--- config.mk ---
export PLATFORM = sky130hd
export DESIGN_NAME = exec_unit_cdb
export DESIGN_NICKNAME = d
export VERILOG_FILES = /design/src/rtl/exec_pkg.sv /design/src/rtl/exec_div_iter.sv /design/src/rtl/exec_unit_cdb.sv
export SDC_FILE = /design/constraint.sdc
export NUM_CORES = 1
export LEC_CHECK = 0
export BUFFER_PORTS_ARGS = -buffer_cell sky130_fd_sc_hd__clkbuf_2
export CAP_MARGIN = 25
export CORE_ASPECT_RATIO = 1.5
export CORE_MARGIN = 10
export CORE_UTILIZATION = 62
export DETAILED_ROUTE_END_ITERATION = 12
export PLACE_DENSITY = 0.82
export SYNTH_ARGS = -nofsm -noshare
export SYNTH_HDL_FRONTEND = slang
export SYNTH_SLANG_ARGS = --single-unit
--- constraint.sdc ---
create_clock -name clk -period 11.15 [get_ports clk]
set_clock_uncertainty 0.2 [all_clocks]
set_input_delay 0.5575 -clock clk [delete_from_list [all_inputs] [get_ports clk]]
set_output_delay 0.5575 -clock clk [all_outputs]
set_load 0.05 [all_outputs]
--- src/rtl/exec_pkg.sv ---
// Shared encodings and types for the execution cluster: function codes, CDB unit codes,
// divider FSM states and the result tag carried alongside every in-flight operation.
package exec_pkg;

    localparam logic [3:0] FUNC_ADD = 4'b0000;
    localparam logic [3:0] FUNC_SUB = 4'b0001;
    localparam logic [3:0] FUNC_MUL = 4'b0010;
    localparam logic [3:0] FUNC_DIV = 4'b0011;

    localparam logic [1:0] UNIT_ADD = 2'b00;
    localparam logic [1:0] UNIT_MUL = 2'b01;
    localparam logic [1:0] UNIT_DIV = 2'b10;

    // Tag fields are sized for the widest supported ROB/register/RS index.
    localparam int TAG_FIELD_W = 8;

    typedef enum logic [1:0] {
        DIV_IDLE = 2'd0,
        DIV_BUSY = 2'd1,
        DIV_DONE = 2'd2
    } div_state_e;

    typedef struct packed {
        logic [TAG_FIELD_W-1:0] rob;
        logic [TAG_FIELD_W-1:0] rd;
        logic [TAG_FIELD_W-1:0] rs_idx;
        logic                   err;
    } res_tag_t;

    function automatic logic is_func_legal(input logic [3:0] func);
        return func[3:2] == 2'b00;
    endfunction

endpackage

--- src/rtl/exec_div_iter.sv ---
// Restoring unsigned divider, one quotient bit per cycle; a zero divisor skips straight to DONE
// with an all-ones quotient and the dividend as remainder. Result is {remainder, quotient}.
module exec_div_iter
    import exec_pkg::*;
#(
    parameter int DATA_W = 8
) (
    input  logic                  clk,
    input  logic                  rst,
    input  logic                  clear_i,
    input  logic                  start_i,
    input  logic                  ack_i,
    input  logic [DATA_W-1:0]     dividend_i,
    input  logic [DATA_W-1:0]     divisor_i,
    output logic                  idle_o,
    output logic                  done_o,
    output logic                  dbz_o,
    output logic [2*DATA_W-1:0]   result_o
);

    localparam int CNT_W = $clog2(DATA_W + 1);

    div_state_e         state_q, state_d;
    logic [CNT_W-1:0]   cnt_q, cnt_d;
    logic [DATA_W-1:0]  quo_q, quo_d;
    logic [DATA_W-1:0]  rem_q, rem_d;
    logic [DATA_W-1:0]  dvs_q, dvs_d;
    logic               dbz_q, dbz_d;
    logic [DATA_W:0]    shifted;
    logic [DATA_W:0]    trial;

    // A borrow out of the trial subtraction shows up in bit DATA_W.
    assign shifted = {rem_q, quo_q[DATA_W-1]};
    assign trial   = shifted - {1'b0, dvs_q};

    always_comb begin
        state_d = state_q;
        cnt_d   = cnt_q;
        quo_d   = quo_q;
        rem_d   = rem_q;
        dvs_d   = dvs_q;
        dbz_d   = dbz_q;
        case (state_q)
            DIV_IDLE: begin
                if (start_i) begin
                    cnt_d = '0;
                    dvs_d = divisor_i;
                    if (divisor_i == '0) begin
                        quo_d   = '1;
                        rem_d   = dividend_i;
                        dbz_d   = 1'b1;
                        state_d = DIV_DONE;
                    end else begin
                        quo_d   = dividend_i;
                        rem_d   = '0;
                        dbz_d   = 1'b0;
                        state_d = DIV_BUSY;
                    end
                end
            end
            DIV_BUSY: begin
                if (trial[DATA_W]) begin
                    rem_d = shifted[DATA_W-1:0];
                    quo_d = {quo_q[DATA_W-2:0], 1'b0};
                end else begin
                    rem_d = trial[DATA_W-1:0];
                    quo_d = {quo_q[DATA_W-2:0], 1'b1};
                end
                cnt_d = cnt_q + 1'b1;
                if (cnt_q == CNT_W'(DATA_W - 1)) begin
                    state_d = DIV_DONE;
                end
            end
            DIV_DONE: begin
                if (ack_i) begin
                    state_d = DIV_IDLE;
                end
            end
            default: state_d = DIV_IDLE;
        endcase
        if (clear_i) begin
            state_d = DIV_IDLE;
        end
    end

    always_ff @(posedge clk) begin
        if (rst) begin
            state_q <= DIV_IDLE;
            cnt_q   <= '0;
            quo_q   <= '0;
            rem_q   <= '0;
            dvs_q   <= '0;
            dbz_q   <= 1'b0;
        end else begin
            state_q <= state_d;
            cnt_q   <= cnt_d;
            quo_q   <= quo_d;
            rem_q   <= rem_d;
            dvs_q   <= dvs_d;
            dbz_q   <= dbz_d;
        end
    end

    assign idle_o   = (state_q == DIV_IDLE);
    assign done_o   = (state_q == DIV_DONE);
    assign dbz_o    = dbz_q;
    assign result_o = {rem_q, quo_q};

endmodule

--- src/rtl/exec_unit_cdb.sv ---
// Tomasulo execution cluster: add/sub pipe, mul pipe and iterative divider sharing one CDB.
// Define EXEC_FLUSH_EN to add the flush port that discards all in-flight work.
module exec_unit_cdb
    import exec_pkg::*;
#(
    parameter int DATA_W  = 8,
    parameter int ROB_W   = 3,
    parameter int REG_W   = 4,
    parameter int RS_W    = 3,
    parameter int ADD_LAT = 2,
    parameter int MUL_LAT = 3
) (
    input  logic                  clk,
    input  logic                  rst,
`ifdef EXEC_FLUSH_EN
    input  logic                  flush,
`endif
    input  logic                  in_valid,
    output logic                  in_ready,
    input  logic [3:0]            in_func,
    input  logic [DATA_W-1:0]     in_rs1,
    input  logic [DATA_W-1:0]     in_rs2,
    input  logic [ROB_W-1:0]      in_rob,
    input  logic [REG_W-1:0]      in_rd,
    input  logic [RS_W-1:0]       in_rs_idx,
    output logic                  cdb_valid,
    input  logic                  cdb_ready,
    output logic [2*DATA_W-1:0]   cdb_data,
    output logic [ROB_W-1:0]      cdb_rob,
    output logic [REG_W-1:0]      cdb_rd,
    output logic [RS_W-1:0]       cdb_rs_idx,
    output logic [1:0]            cdb_unit,
    output logic                  cdb_err,
    output logic                  busy
);

    localparam int RES_W = 2 * DATA_W;

    logic flush_w;
`ifdef EXEC_FLUSH_EN
    assign flush_w = flush;
`else
    assign flush_w = 1'b0;
`endif

    // Issue decode and single-cycle operand math; results ride down the pipes with their tag.
    logic              func_is_mul, func_is_div, func_is_add;
    logic [DATA_W:0]   sum_w;
    logic [DATA_W-1:0] diff_w;
    logic [RES_W-1:0]  add_res, mul_res;
    res_tag_t          new_tag;

    assign func_is_mul = (in_func == FUNC_MUL);
    assign func_is_div = (in_func == FUNC_DIV);
    assign func_is_add = !func_is_mul && !func_is_div;
    assign sum_w       = {1'b0, in_rs1} + {1'b0, in_rs2};
    assign diff_w      = in_rs1 - in_rs2;
    assign mul_res     = RES_W'(in_rs1) * RES_W'(in_rs2);

    always_comb begin
        add_res = '0;
        if (in_func == FUNC_ADD) begin
            add_res = {{(DATA_W-1){1'b0}}, sum_w};
        end else if (in_func == FUNC_SUB) begin
            add_res = {{DATA_W{diff_w[DATA_W-1]}}, diff_w};
        end
    end

    always_comb begin
        new_tag        = '0;
        new_tag.rob    = TAG_FIELD_W'(in_rob);
        new_tag.rd     = TAG_FIELD_W'(in_rd);
        new_tag.rs_idx = TAG_FIELD_W'(in_rs_idx);
        new_tag.err    = !is_func_legal(in_func);
    end

    logic acc_add, acc_mul, acc_div;
    logic add_adv, mul_adv;
    logic sel_add, sel_mul, sel_div;

    assign acc_add = in_valid && in_ready && func_is_add;
    assign acc_mul = in_valid && in_ready && func_is_mul;
    assign acc_div = in_valid && in_ready && func_is_div;

    logic             add_v_q    [ADD_LAT];
    logic [RES_W-1:0] add_data_q [ADD_LAT];
    res_tag_t         add_tag_q  [ADD_LAT];
    logic             mul_v_q    [MUL_LAT];
    logic [RES_W-1:0] mul_data_q [MUL_LAT];
    res_tag_t         mul_tag_q  [MUL_LAT];

    // A pipe moves as a whole; a stalled last stage freezes every stage behind it.
    genvar gi;
    generate
        for (gi = 0; gi < ADD_LAT; gi++) begin : g_add_stage
            if (gi == 0) begin : g_head
                always_ff @(posedge clk) begin
                    if (rst || flush_w) begin
                        add_v_q[gi] <= 1'b0;
                    end else if (add_adv) begin
                        add_v_q[gi]    <= acc_add;
                        add_data_q[gi] <= add_res;
                        add_tag_q[gi]  <= new_tag;
                    end
                end
            end else begin : g_body
                always_ff @(posedge clk) begin
                    if (rst || flush_w) begin
                        add_v_q[gi] <= 1'b0;
                    end else if (add_adv) begin
                        add_v_q[gi]    <= add_v_q[gi-1];
                        add_data_q[gi] <= add_data_q[gi-1];
                        add_tag_q[gi]  <= add_tag_q[gi-1];
                    end
                end
            end
        end

        for (gi = 0; gi < MUL_LAT; gi++) begin : g_mul_stage
            if (gi == 0) begin : g_head
                always_ff @(posedge clk) begin
                    if (rst || flush_w) begin
                        mul_v_q[gi] <= 1'b0;
                    end else if (mul_adv) begin
                        mul_v_q[gi]    <= acc_mul;
                        mul_data_q[gi] <= mul_res;
                        mul_tag_q[gi]  <= new_tag;
                    end
                end
            end else begin : g_body
                always_ff @(posedge clk) begin
                    if (rst || flush_w) begin
                        mul_v_q[gi] <= 1'b0;
                    end else if (mul_adv) begin
                        mul_v_q[gi]    <= mul_v_q[gi-1];
                        mul_data_q[gi] <= mul_data_q[gi-1];
                        mul_tag_q[gi]  <= mul_tag_q[gi-1];
                    end
                end
            end
        end
    endgenerate

    logic             div_idle, div_done, div_dbz;
    logic [RES_W-1:0] div_result;
    res_tag_t         div_tag_q;

    always_ff @(posedge clk) begin
        if (rst) begin
            div_tag_q <= '0;
        end else if (acc_div) begin
            div_tag_q <= new_tag;
        end
    end

    exec_div_iter #(
        .DATA_W (DATA_W)
    ) u_div (
        .clk        (clk),
        .rst        (rst),
        .clear_i    (flush_w),
        .start_i    (acc_div),
        .ack_i      (sel_div && cdb_ready),
        .dividend_i (in_rs1),
        .divisor_i  (in_rs2),
        .idle_o     (div_idle),
        .done_o     (div_done),
        .dbz_o      (div_dbz),
        .result_o   (div_result)
    );

    // Fixed-priority CDB arbitration: divider, then mul, then add/sub.
    assign sel_div = div_done;
    assign sel_mul = !div_done && mul_v_q[MUL_LAT-1];
    assign sel_add = !div_done && !mul_v_q[MUL_LAT-1] && add_v_q[ADD_LAT-1];

    assign add_adv = !add_v_q[ADD_LAT-1] || (sel_add && cdb_ready);
    assign mul_adv = !mul_v_q[MUL_LAT-1] || (sel_mul && cdb_ready);

    always_comb begin
        if (flush_w) begin
            in_ready = 1'b0;
        end else if (func_is_div) begin
            in_ready = div_idle;
        end else if (func_is_mul) begin
            in_ready = mul_adv;
        end else begin
            in_ready = add_adv;
        end
    end

    res_tag_t cdb_tag;
    logic     unused_tag_bits;

    always_comb begin
        cdb_tag  = '0;
        cdb_data = '0;
        cdb_unit = UNIT_ADD;
        cdb_err  = 1'b0;
        if (sel_div) begin
            cdb_tag  = div_tag_q;
            cdb_data = div_result;
            cdb_unit = UNIT_DIV;
            cdb_err  = div_dbz;
        end else if (sel_mul) begin
            cdb_tag  = mul_tag_q[MUL_LAT-1];
            cdb_data = mul_data_q[MUL_LAT-1];
            cdb_unit = UNIT_MUL;
            cdb_err  = mul_tag_q[MUL_LAT-1].err;
        end else if (sel_add) begin
            cdb_tag  = add_tag_q[ADD_LAT-1];
            cdb_data = add_data_q[ADD_LAT-1];
            cdb_unit = UNIT_ADD;
            cdb_err  = add_tag_q[ADD_LAT-1].err;
        end
    end

    assign cdb_valid       = sel_div || sel_mul || sel_add;
    assign cdb_rob         = cdb_tag.rob[ROB_W-1:0];
    assign cdb_rd          = cdb_tag.rd[REG_W-1:0];
    assign cdb_rs_idx      = cdb_tag.rs_idx[RS_W-1:0];
    assign unused_tag_bits = ^cdb_tag;

    always_comb begin
        busy = !div_idle;
        for (int i = 0; i < ADD_LAT; i++) begin
            busy = busy | add_v_q[i];
        end
        for (int i = 0; i < MUL_LAT; i++) begin
            busy = busy | mul_v_q[i];
        end
    end

endmodule

# Word level (Yosys, flattened, before mapping)
# Memories as Yosys holds them, arrays and structs flattened.
# Cells that the tools add are included.
[totals]
memories = 6
out_inout_bits = 32
inputBits = 34
mem_bits_rw = 210
register_bits = 42
[memory_table]
columns = ["name", "depth", "word_bits", "rd", "rd_ports_with_merged_regs", "wr", "line_no", "text"]
rows = [
  ["mul_tag_q", 3, 25, 3, 0, 3, "exec_unit_cdb.sv:90", "res_tag_t mul_tag_q [MUL_LAT];"],
  ["add_tag_q", 2, 25, 2, 0, 2, "exec_unit_cdb.sv:87", "res_tag_t add_tag_q [ADD_LAT];"],
  ["mul_data_q", 3, 16, 3, 0, 3, "exec_unit_cdb.sv:89", "logic [RES_W-1:0] mul_data_q [MUL_LAT];"],
  ["add_data_q", 2, 16, 2, 0, 2, "exec_unit_cdb.sv:86", "logic [RES_W-1:0] add_data_q [ADD_LAT];"],
  ["mul_v_q", 3, 1, 3, 0, 3, "exec_unit_cdb.sv:88", "logic mul_v_q [MUL_LAT];"],
  ["add_v_q", 2, 1, 2, 0, 2, "exec_unit_cdb.sv:85", "logic add_v_q [ADD_LAT];"],
]
[classes]
n_mul = 1
reduce_logical = 30
muxes = 44
bitwise_logic = 10
n_eq_ne = 9
n_addsub = 4
[op_table]
columns = ["cell", "n"]
rows = [
  ["$mux 16", 5],
  ["$mux 20", 3],
  ["$mux 8", 5],
  ["$pmux 8 s2", 2],
  ["$mux 1", 21],
  ["$mul 8x8->16", 1],
  ["$logic_and 1x1->1", 11],
  ["$mux 2", 5],
  ["$or 1x1->1", 10],
  ["$add 8x8->9", 1],
  ["$sub 9x8->9", 1],
  ["$eq 4x2->1 const B", 2],
  ["$logic_not 8->1", 1],
  ["$pmux 4 s2", 1],
  ["$sub 8x8->8", 1],
  ["$logic_not 1->1", 7],
  ["$pmux 2 s3", 1],
  ["$add 4x1->4 const B", 1],
  ["$eq 4x1->1 const B", 1],
  ["$eq 4x3->1 const B", 1],
  ["$logic_not 2->1", 2],
  ["$logic_not 4->1", 1],
  ["$logic_or 1x1->1", 4],
  ["$mux 4", 1],
  ["other kinds (7)", 9],
]

# Logic depth before layout (Yosys ltp)
# Gate-level depths: netlist of run 1.
[logic_depth]
word_depth = 12
ltp_mapped = 18
ltp_nobuf = 17

# By module
# A second synthesis of run 1 with hierarchy kept.
[hier_totals]
cells_unflattened = 837
hier_area_um2 = 9283.9
[modules_own_cells]
columns = ["mod", "instances", "cells_per_inst", "area_each_um2"]
rows = [
  ["exec_unit_cdb", 1, 627, 7573.5],
  ["exec_div_iter", 1, 210, 1710.4],
]

# Worst setup path after synthesis of run 1
# No wires, ideal clock.
[synth_path]
path_kind = "register to register"
start = "reg u_div.state_q[0]"
end = "mem mul_v_q[0], data pin"
arrival_ns = 5.296
path_slack_ns = 5.497
t_required_ns = 10.793
synth_period_minus_slack_ns = 5.653
setup_ns = 0.157
stages_incl_launch_ff = 6
path_cell_list = "dfxtp_1 > inv_1 > nand2_1 > nand2_1 > a21oi_1 > and4b_1"
[synth_lines]
columns = ["item", "line_no", "text"]
rows = [
  ["start: declaration", "exec_div_iter.sv:23", "div_state_e state_q, state_d;"],
  ["start signal: assignment", "exec_div_iter.sv:95", "state_q <= state_d;"],
  ["end: declaration", "exec_unit_cdb.sv:88", ""],
]

==> out/qor.yml, run 1 <==
status:
  outcome: "completed"
clock_tree:
  hold_buffers: 0
  clock-sinks: 169
  cts_made_buffers: 17
  cts_resized: 0
  ctsHtreeMaxLevel: 4
  cts_buffer_depth: 2
  cts.clk_slew.worst_paths_ns: 0.07
  post_cts_buffers: 0
  cts_tree: "built"
  cts_root_buffer: "clkbuf_16"
  clock_latency_ns: 0.42
power:
  leakage_nw: 4.281
  power_density_nw_per_um2: 168.3
  ir_drop_uv: 117.7
sta:
  worst_pin_slew_ns: 1.011
  period_share_pct: 46.55
  setup_violations: 0
  rsz0062_at_grt: "no"
  max_freq_mhz: 192.7
  period_minus_slack_ns: 5.191
  max_slew_margin_pct: 32.61
  slew_viol_final: 0
  finalHoldViolCount: 0
  setup-tns-final_ns: 0
synthesis:
  yosys_warnings: 0
  synth_fa_ha_area_share_pct: 16.55
  netlist_instances: 832
  synth_edf_count: 128
  synth_top_area_share_pct: 41.53
  syn-num-nets: 965
  ys_seq_area_share_pct: 50.40
  synthSimpleGateAreaFrac_pct: 12.64
  yosys.area.top_type: "edfxtp_1"
  ys.flop_type: "edfxtp_1"
  synth_xor_area_share_pct: 1.893
  ys_top_cells_by_count: "edfxtp_1, inv_1, a21oi_1"
  synthArstFlopShare_pct: 0
  ys_types: 60
  synth_area_leaders: "edfxtp_1, dfxtp_1, fa_1, ha_1, a21oi_1"
  yosysMostFrequentCell: "edfxtp_1"
  synth_top_family_by_area: "adder cells"
  syn_avg_cell_area_um2: 11.12
  synth_mux_area_share_pct: 0.5543
  synth_seq_cells: 169
  syn-cell-area_um2: 9255
  synth_compound_area_share_pct: 13.17
worst_hold_path:
  hp-start: "in_rob[1]"
  worstHoldEndpoint: "mul_tag_q[0][18]"
  whs_path_depth: 1
  holdCritPathClass: "in -> reg"
place:
  hpwl_um: 14200
  gp_routability_congestion: 0.9317
  placed_area_um2: 9739
  port_buffers: 65
detailed_routing:
  vias_per_cell: 5.868
  first_pass_iters: 5
  routed_wl_um: 19980
  vias: 6449
  drt-wirelength-per-cell_um: 18.18
  drtIter0Drc: 465
  ant_nets: 0
  drc_errors: 0
layout:
  final_layout_size_suffix_gt1_share_pct: 12.96
  nets: 1023
  synthToLayoutAreaGrowth_pct: 11.79
  diodes: 0
  fillers: 1059
  final_cell_area_um2: 10350
  fin_util_pct: 70.89
die:
  die_h_um: 169.6
  start_util_pct: 63.42
  io_pins: 66
  num_rows: 54
  coreArea_um2: 14590
  die_x_um: 119.8
  die-area_um2: 20320
worst_setup_path:
  r2r_end: "add_v_q[0]"
  crit_path_start_kind: "input port"
  arrival_ns: 5.16
  r2r_cells: 7
  end_kind: "flop"
  reg2reg_from: "u_div.state_q[0]"
  crit_fanout: 11
  crit_required_ns: 11.12
  crit_type: "in -> reg"
  r2r_slack_ns: 7.91
global_route:
  grt_max_degree: 54
  grt_pass1_vias: 6704
  grt.overflow.total: 0
  grt_pass1_wl_um: 32660
  antenna_found_initial: 0
  grt_usage_pct: 20.08
job:
  drv_cap: 0
[layout by cell type (no fill, tap or decap), types with 5 or more instances in the layout]
| cell type | n |
|---|---|
| fa_1 | 39 |
| nor2b_1 | 6 |
| and3_1 | 7 |
| nand2_1 | 65 |
| nor4_1 | 6 |
| edfxtp_1 | 128 |
| xor2_1 | 9 |
| buf_4 | 6 |
| xnor2_1 | 11 |
| and2_1 | 38 |
| a22oi_1 | 24 |
| nor2_1 | 74 |
| nor3_1 | 10 |
| o31ai_1 | 7 |
| ha_1 | 60 |
| a21oi_1 | 77 |
| a211oi_1 | 10 |
| a21o_1 | 6 |
| o21a_1 | 7 |
| o22ai_1 | 8 |
| inv_1 | 79 |
| clkbuf_2 | 65 |
| clkbuf_16 | 17 |
| or4_1 | 5 |
| inv_8 | 5 |
| dfxtp_1 | 41 |
| nand3_1 | 5 |
| nand2b_1 | 7 |
| o21ai_0 | 14 |
[kinds of logic (layout without fill, tap and decap cells)]
family | after synthesis | count (layout)
simple gates | 241 | 241
buf+inv | 112 | 183
xor+xnor | 20 | 20
compound gates | 186 | 186
flops | 169 | 169
fa+ha+maj | 99 | 99
mux | 5 | 5
[through the flow]
step	hold slack [ns]	total power [W]	std cells	setup WS, ns
6_report	0.1464	0.001741	1099	5.959
3_3_place_gp	0.2004	0.001173	1065	5.654
3_5_place_dp	0.2045	0.001189	1065	5.540
2_1_floorplan	0.2003	0.001094	832	5.497
4_1_cts	0.1401	0.001747	1097	5.997
5_1_grt	0.1374	0.001830	1099	5.707
[metal layers]
layer | GRT usage [%] | wire length, µm
met5 | 0 | 0
met4 | 7.053 | 536
met3 | 4.529 | 1004
met2 | 36.44 | 10450
met1 | 22.49 | 7998
[worst max path at each step]
stage / slack, ns / end / start
after floorplan: 5.50 / mul_v_q[0] / u_div.state_q[0]
after global placement: 5.65 / mul_data_q[0][14] / in_rs1[3]
after detailed placement: 5.54 / mul_data_q[0][14] / in_rs1[3]
after CTS: 6.00 / mul_data_q[0][14] / in_rs1[3]
after global routing: 5.71 / mul_data_q[0][14] / in_rs1[3]
final: 5.96 / mul_data_q[0][14] / in_rs1[3]
[registers in the layout, summed over array words and instances, names as in the netlist]
name	count
add_tag_q	22
add_data_q	20
mul_v_q	3
u_div.rem_q	8
u_div.dvs_q	8
u_div.cnt_q	4
mul_tag_q	33
u_div.quo_q	8
div_tag_q	10
u_div.dbz_o	1
mul_data_q	48
u_div.state_q	2
add_v_q	2
[worst max-delay path, stage by stage]
cell and delay (ns):
clkbuf_2 0.20, and2_1 0.23, fa_1 0.53, inv_1 0.05
fa_1 0.48, fa_1 0.52, fa_1 0.54, inv_1 0.04
ha_1 0.33, and3_1 0.19, a221oi_1 0.54, o21ai_0 0.22
a2111oi_0 0.45, nor3_1 0.13, xor2_1 0.16
[power by group]
part	switching, W	internal [W]
clock	0.000262	0.000298
combinational	0.000239	0.000158
sequential	0.0000178	0.000765
total	0.000519	0.00122
[final cells by class]
type                    count  area, µm²  area share [%]
flip-flops and latches    169       4664           45.08
multi-input cells         551       4170           40.31
clock buffers              17      425.4           4.112
inverters                  79      296.5           2.866
clock inverters            15      153.9           1.487
well taps                 196      245.2           2.370
repair buffers             72      390.4           3.773
Power figures use the tool's default switching activity.
==> run 2, diff against run 1 <==
- ABC_AREA: unset -> 1
- CORE_UTILIZATION: 62 -> 61
- PLACE_DENSITY: 0.82 -> 0.8
- clock period: 11.15 -> 4.9 ns (I/O delays scaled with it)
==> run 2 against run 1 <==
Effect of this change:
- utilization is 1.3 points lower
- first-iteration DRC count rose by 32%
- worst setup slack got worse by 5.1 ns
- synthesized cell count increased by 21%
- sequential power up 130%
- routed wire length increased by 15%
- sequential share of layout area shrank 2.0 points
- count of clock-buffer cells in the layout unchanged
- critical path depth did not move
- register-to-register slack lost 6.1 ns
==> out/qor.yml, run 2 <==
status:
  outcome: "completed"  # unchanged
sta:
  worst_pin_slew_ns: 0.8002  # was 1.011 ns
  setup-tns-final_ns: 0  # unchanged
  max_freq_mhz: 248.0
  period_minus_slack_ns: 4.032
  finalHoldViolCount: 0  # unchanged
  rsz0062_at_grt: "no"  # unchanged
  setup_slack_ns: 0.8677  # was 5.959 ns
  setup_violations: 0  # unchanged
  slew_viol_final: 0  # unchanged
  max_slew_margin_pct: 46.53  # was 32.61%
  period_share_pct: 82.29
die:
  die-area_um2: 21340  # was 20320 µm²
  start_util_pct: 61.99  # was 63.42%
  coreArea_um2: 15550  # was 14590 µm²
  die_h_um: 174.0  # was 169.6 µm
  num_rows: 56  # was 54
  io_pins: 66  # unchanged
  die_x_um: 122.7  # was 119.8 µm
power:
  netSwitchingPower_w: 0.001433  # was 0.0005192 W
  switching_share_pct: 33.53  # was 29.82%
  clock_power_share_pct: 31.1  # was 32.2%
  ir_drop_uv: 321.5  # was 117.7 µV
  p_comb_share_pct: 26.3  # was 22.8%
  intPower_w: 0.002842  # was 0.001222 W
  leakage_nw: 4.930  # was 4.281 nW
  power_w: 0.004276  # was 0.001741 W
  power_density_nw_per_um2: 395.0  # was 168.3 nW/µm²
  power_frac_seq_pct: 42.6  # was 45.0%
layout:
  final_cell_mix: "nand2_1, inv_1, edfxtp_1"  # was edfxtp_1, inv_1, a21oi_1
  final_layout_size_suffix_gt1_share_pct: 12.75  # was 12.96%
  final_cell_area_um2: 10830  # was 10350 µm²
  reg_top3: "mul_data_q: 48 flops, mul_tag_q: 33 flops, add_tag_q: 22 flops"  # unchanged
  nets: 1202  # was 1023
  largest_register_ffs: 48  # unchanged
  final_common_cell: "nand2_1"  # was edfxtp_1
  regMostFlops: "mul_data_q"  # unchanged
  synthToLayoutAreaGrowth_pct: 12.26  # was 11.79%
place:
  hpwl_um: 16890  # was 14200 µm
  pre_cts_ws_ns: 0.4292  # was 5.540 ns
  gp_routability_congestion: 0.9600  # was 0.9317
  placed_area_um2: 10090  # was 9739 µm²
  port_buffers: 65  # unchanged
synthesis:
  synth_area_leaders: "edfxtp_1, dfxtp_1, nand2_1, fa_1, ha_1"  # was edfxtp_1, dfxtp_1, fa_1, ha_1, a21oi_1
  ys_seq_area_share_pct: 48.37  # was 50.40%
  synthSimpleGateAreaFrac_pct: 14.52  # was 12.64%
  synth_top_family_by_area: "adder cells"  # unchanged
  synth_compound_area_share_pct: 10.15  # was 13.17%
  ys_top_cells_by_count: "nand2_1, inv_1, edfxtp_1"  # was edfxtp_1, inv_1, a21oi_1
  synth_mux_area_share_pct: 0  # was 0.5543%
  synthArstFlopShare_pct: 0  # unchanged
  netlist_instances: 1006  # was 832
  synth_xor_area_share_pct: 1.362  # was 1.893%
  syn-num-nets: 1139  # was 965
  yosys.area.top_type: "edfxtp_1"  # unchanged
  synth_seq_cells: 169  # unchanged
  synth_fa_ha_area_share_pct: 15.88  # was 16.55%
  syn_avg_cell_area_um2: 9.585  # was 11.12 µm²
  yosys_warnings: 0  # unchanged
  synth_edf_count: 128  # unchanged
  ys.flop_type: "edfxtp_1"  # unchanged
  synth_top_area_share_pct: 39.86  # was 41.53%
  yosysMostFrequentCell: "nand2_1"  # was edfxtp_1
  syn-cell-area_um2: 9643  # was 9255 µm²
  ys_types: 42  # was 60
worst_setup_path:
  crit_family: "adder cells"  # unchanged
  crit_required_ns: 4.88  # was 11.12 ns
  crit_type: "in -> reg"  # unchanged
  crit_slowest_cell: "fa_1"  # unchanged
  arrival_ns: 4.02  # was 5.16 ns
  crit_fanout: 11  # unchanged
  crit_chain: "clkbuf_2 -> ha_1 -> fa_1 -> fa_1 -> fa_1 -> inv_1 -> fa_1 -> inv_1 -> ha_1 -> nand2_1 -> o21ai_0 -> a21oi_1 -> nor2_1 -> nor2_1 -> xnor2_1"  # was clkbuf_2 -> and2_1 -> fa_1 -> inv_1 -> fa_1 -> fa_1 -> fa_1 -> inv_1 -> ha_1 -> and3_1 -> a221oi_1 -> o21ai_0 -> a2111oi_0 -> nor3_1 -> xor2_1
  crit_top_cell: "fa_1"  # unchanged
  cp_num_buf_inv: 3  # unchanged
  cpPeakStageDelay_ns: 0.58  # was 0.54 ns
  crit_path_start_kind: "input port"  # unchanged
  end_kind: "flop"  # unchanged
clock_tree:
  cts_resized: 0  # unchanged
  ctsHtreeMaxLevel: 4  # unchanged
  hold_buffers: 13  # was 0
  clock_latency_ns: 0.43  # was 0.42 ns
  cts_tree: "built"  # unchanged
  cts_buffer_depth: 2  # unchanged
  post_cts_buffers: 0  # unchanged
  clock-sinks: 169  # unchanged
  cts_root_buffer: "clkbuf_16"  # unchanged
  cts_made_buffers: 17  # unchanged
  cts.clk_slew.worst_paths_ns: 0.07  # about the same
global_route:
  grt_usage_pct: 22.24  # was 20.08%
  grt_pass1_vias: 7152  # was 6704
  grt_max_degree: 66  # was 54
  grt_pass1_wl_um: 36920  # was 32660 µm
  grt.overflow.total: 0  # unchanged
  antenna_found_initial: 1  # was 0
detailed_routing:
  ant_nets: 0  # unchanged
  routed_wl_um: 23030  # was 19980 µm
  vias: 7221  # was 6449
  drtIter0Drc: 616  # was 465
  drt-wirelength-per-cell_um: 17.90  # was 18.18 µm
  drc_errors: 0  # unchanged
  first_pass_iters: 5  # unchanged
  vias_per_cell: 5.615  # was 5.868
worst_hold_path:
  holdCritPathClass: "in -> reg"  # unchanged
job:
  drv_cap: 0  # unchanged
run 2: cell types whose count changed after synthesis, sizes merged, moves of 28 or more:
cell	before	now
and2	39	0
inv	79	198
nand2	67	217
nand3	5	51
nor2	75	35
o211ai	1	29
o21ai	14	64
run 2: power groups by stage:
stage / logic (W) / clock network [W] / registers, W
after detailed placement: 0.00112 / 0 / 0.00185
after CTS: 0.00114 / 0.00134 / 0.00182
final: 0.00112 / 0.00133 / 0.00182
after global routing: 0.00127 / 0.00140 / 0.00184
after global placement: 0.00110 / 0 / 0.00184
after floorplan: 0.000836 / 0 / 0.00184
run 2: per-stage QoR:
stage                     hold slack [ns]  utilization [%]  std cells
after floorplan                    0.1439                -       1006
after global placement             0.2007            64.89       1240
after detailed placement           0.2045            64.89       1240
after CTS                       0.0008402            69.58       1285
after global routing              0.01241            69.59       1286
final                            0.006760            69.59       1286
run 2: layout make-up:
type,count,area (µm²)
fillers,1166,4730
flip-flops and latches,169,4664
multi-input cells,600,4056
inverters,198,743.2
repair buffers,83,505.5
clock buffers,17,425.4
well taps,203,254.0
clock inverters,15,173.9
diodes,1,2.502
run 2: cell families after synthesis:
logic type | Yosys count
XOR/XNOR | 15
AO/OA/AOI/OAI | 170
flip-flops | 169
buffers and inverters | 237
AND/OR/NAND/NOR | 316
adder cells (fa/ha/maj) | 99
run 2: metal layers:
| layer | share of wire [%] | track usage (%) |
|---|---|---|
| met3 | 6.0 | 3.698 |
| met1 | 35 | 24.08 |
| met2 | 53 | 38.47 |
| met4 | 6.2 | 14.68 |
| met5 | 0 | 0 |
run 2: worst reg2reg max path: cells and delay by family (launching register included):
| kind | cells | cell delay (ns) |
|---|---|---|
| and+or+nand+nor | 3 | 1.30 |
| buffers and inverters | 3 | 0.59 |
| DFF | 1 | 0.39 |
| AOI/OAI and AO/OA | 1 | 0.24 |
run 2: path summary, 6_finish.rpt:
path,to,cells past startpoint,start,slack (ns)
setup reg to reg,add_data_q[0][30],7,u_div.state_q[0],1.86
setup / recovery,mul_data_q[0][12],15,in_rs1[4],0.87
hold / removal,mul_v_q[0],3,in_valid,0.007
hold reg to reg,add_tag_q[0][35],0,add_tag_q[0][10],0.21
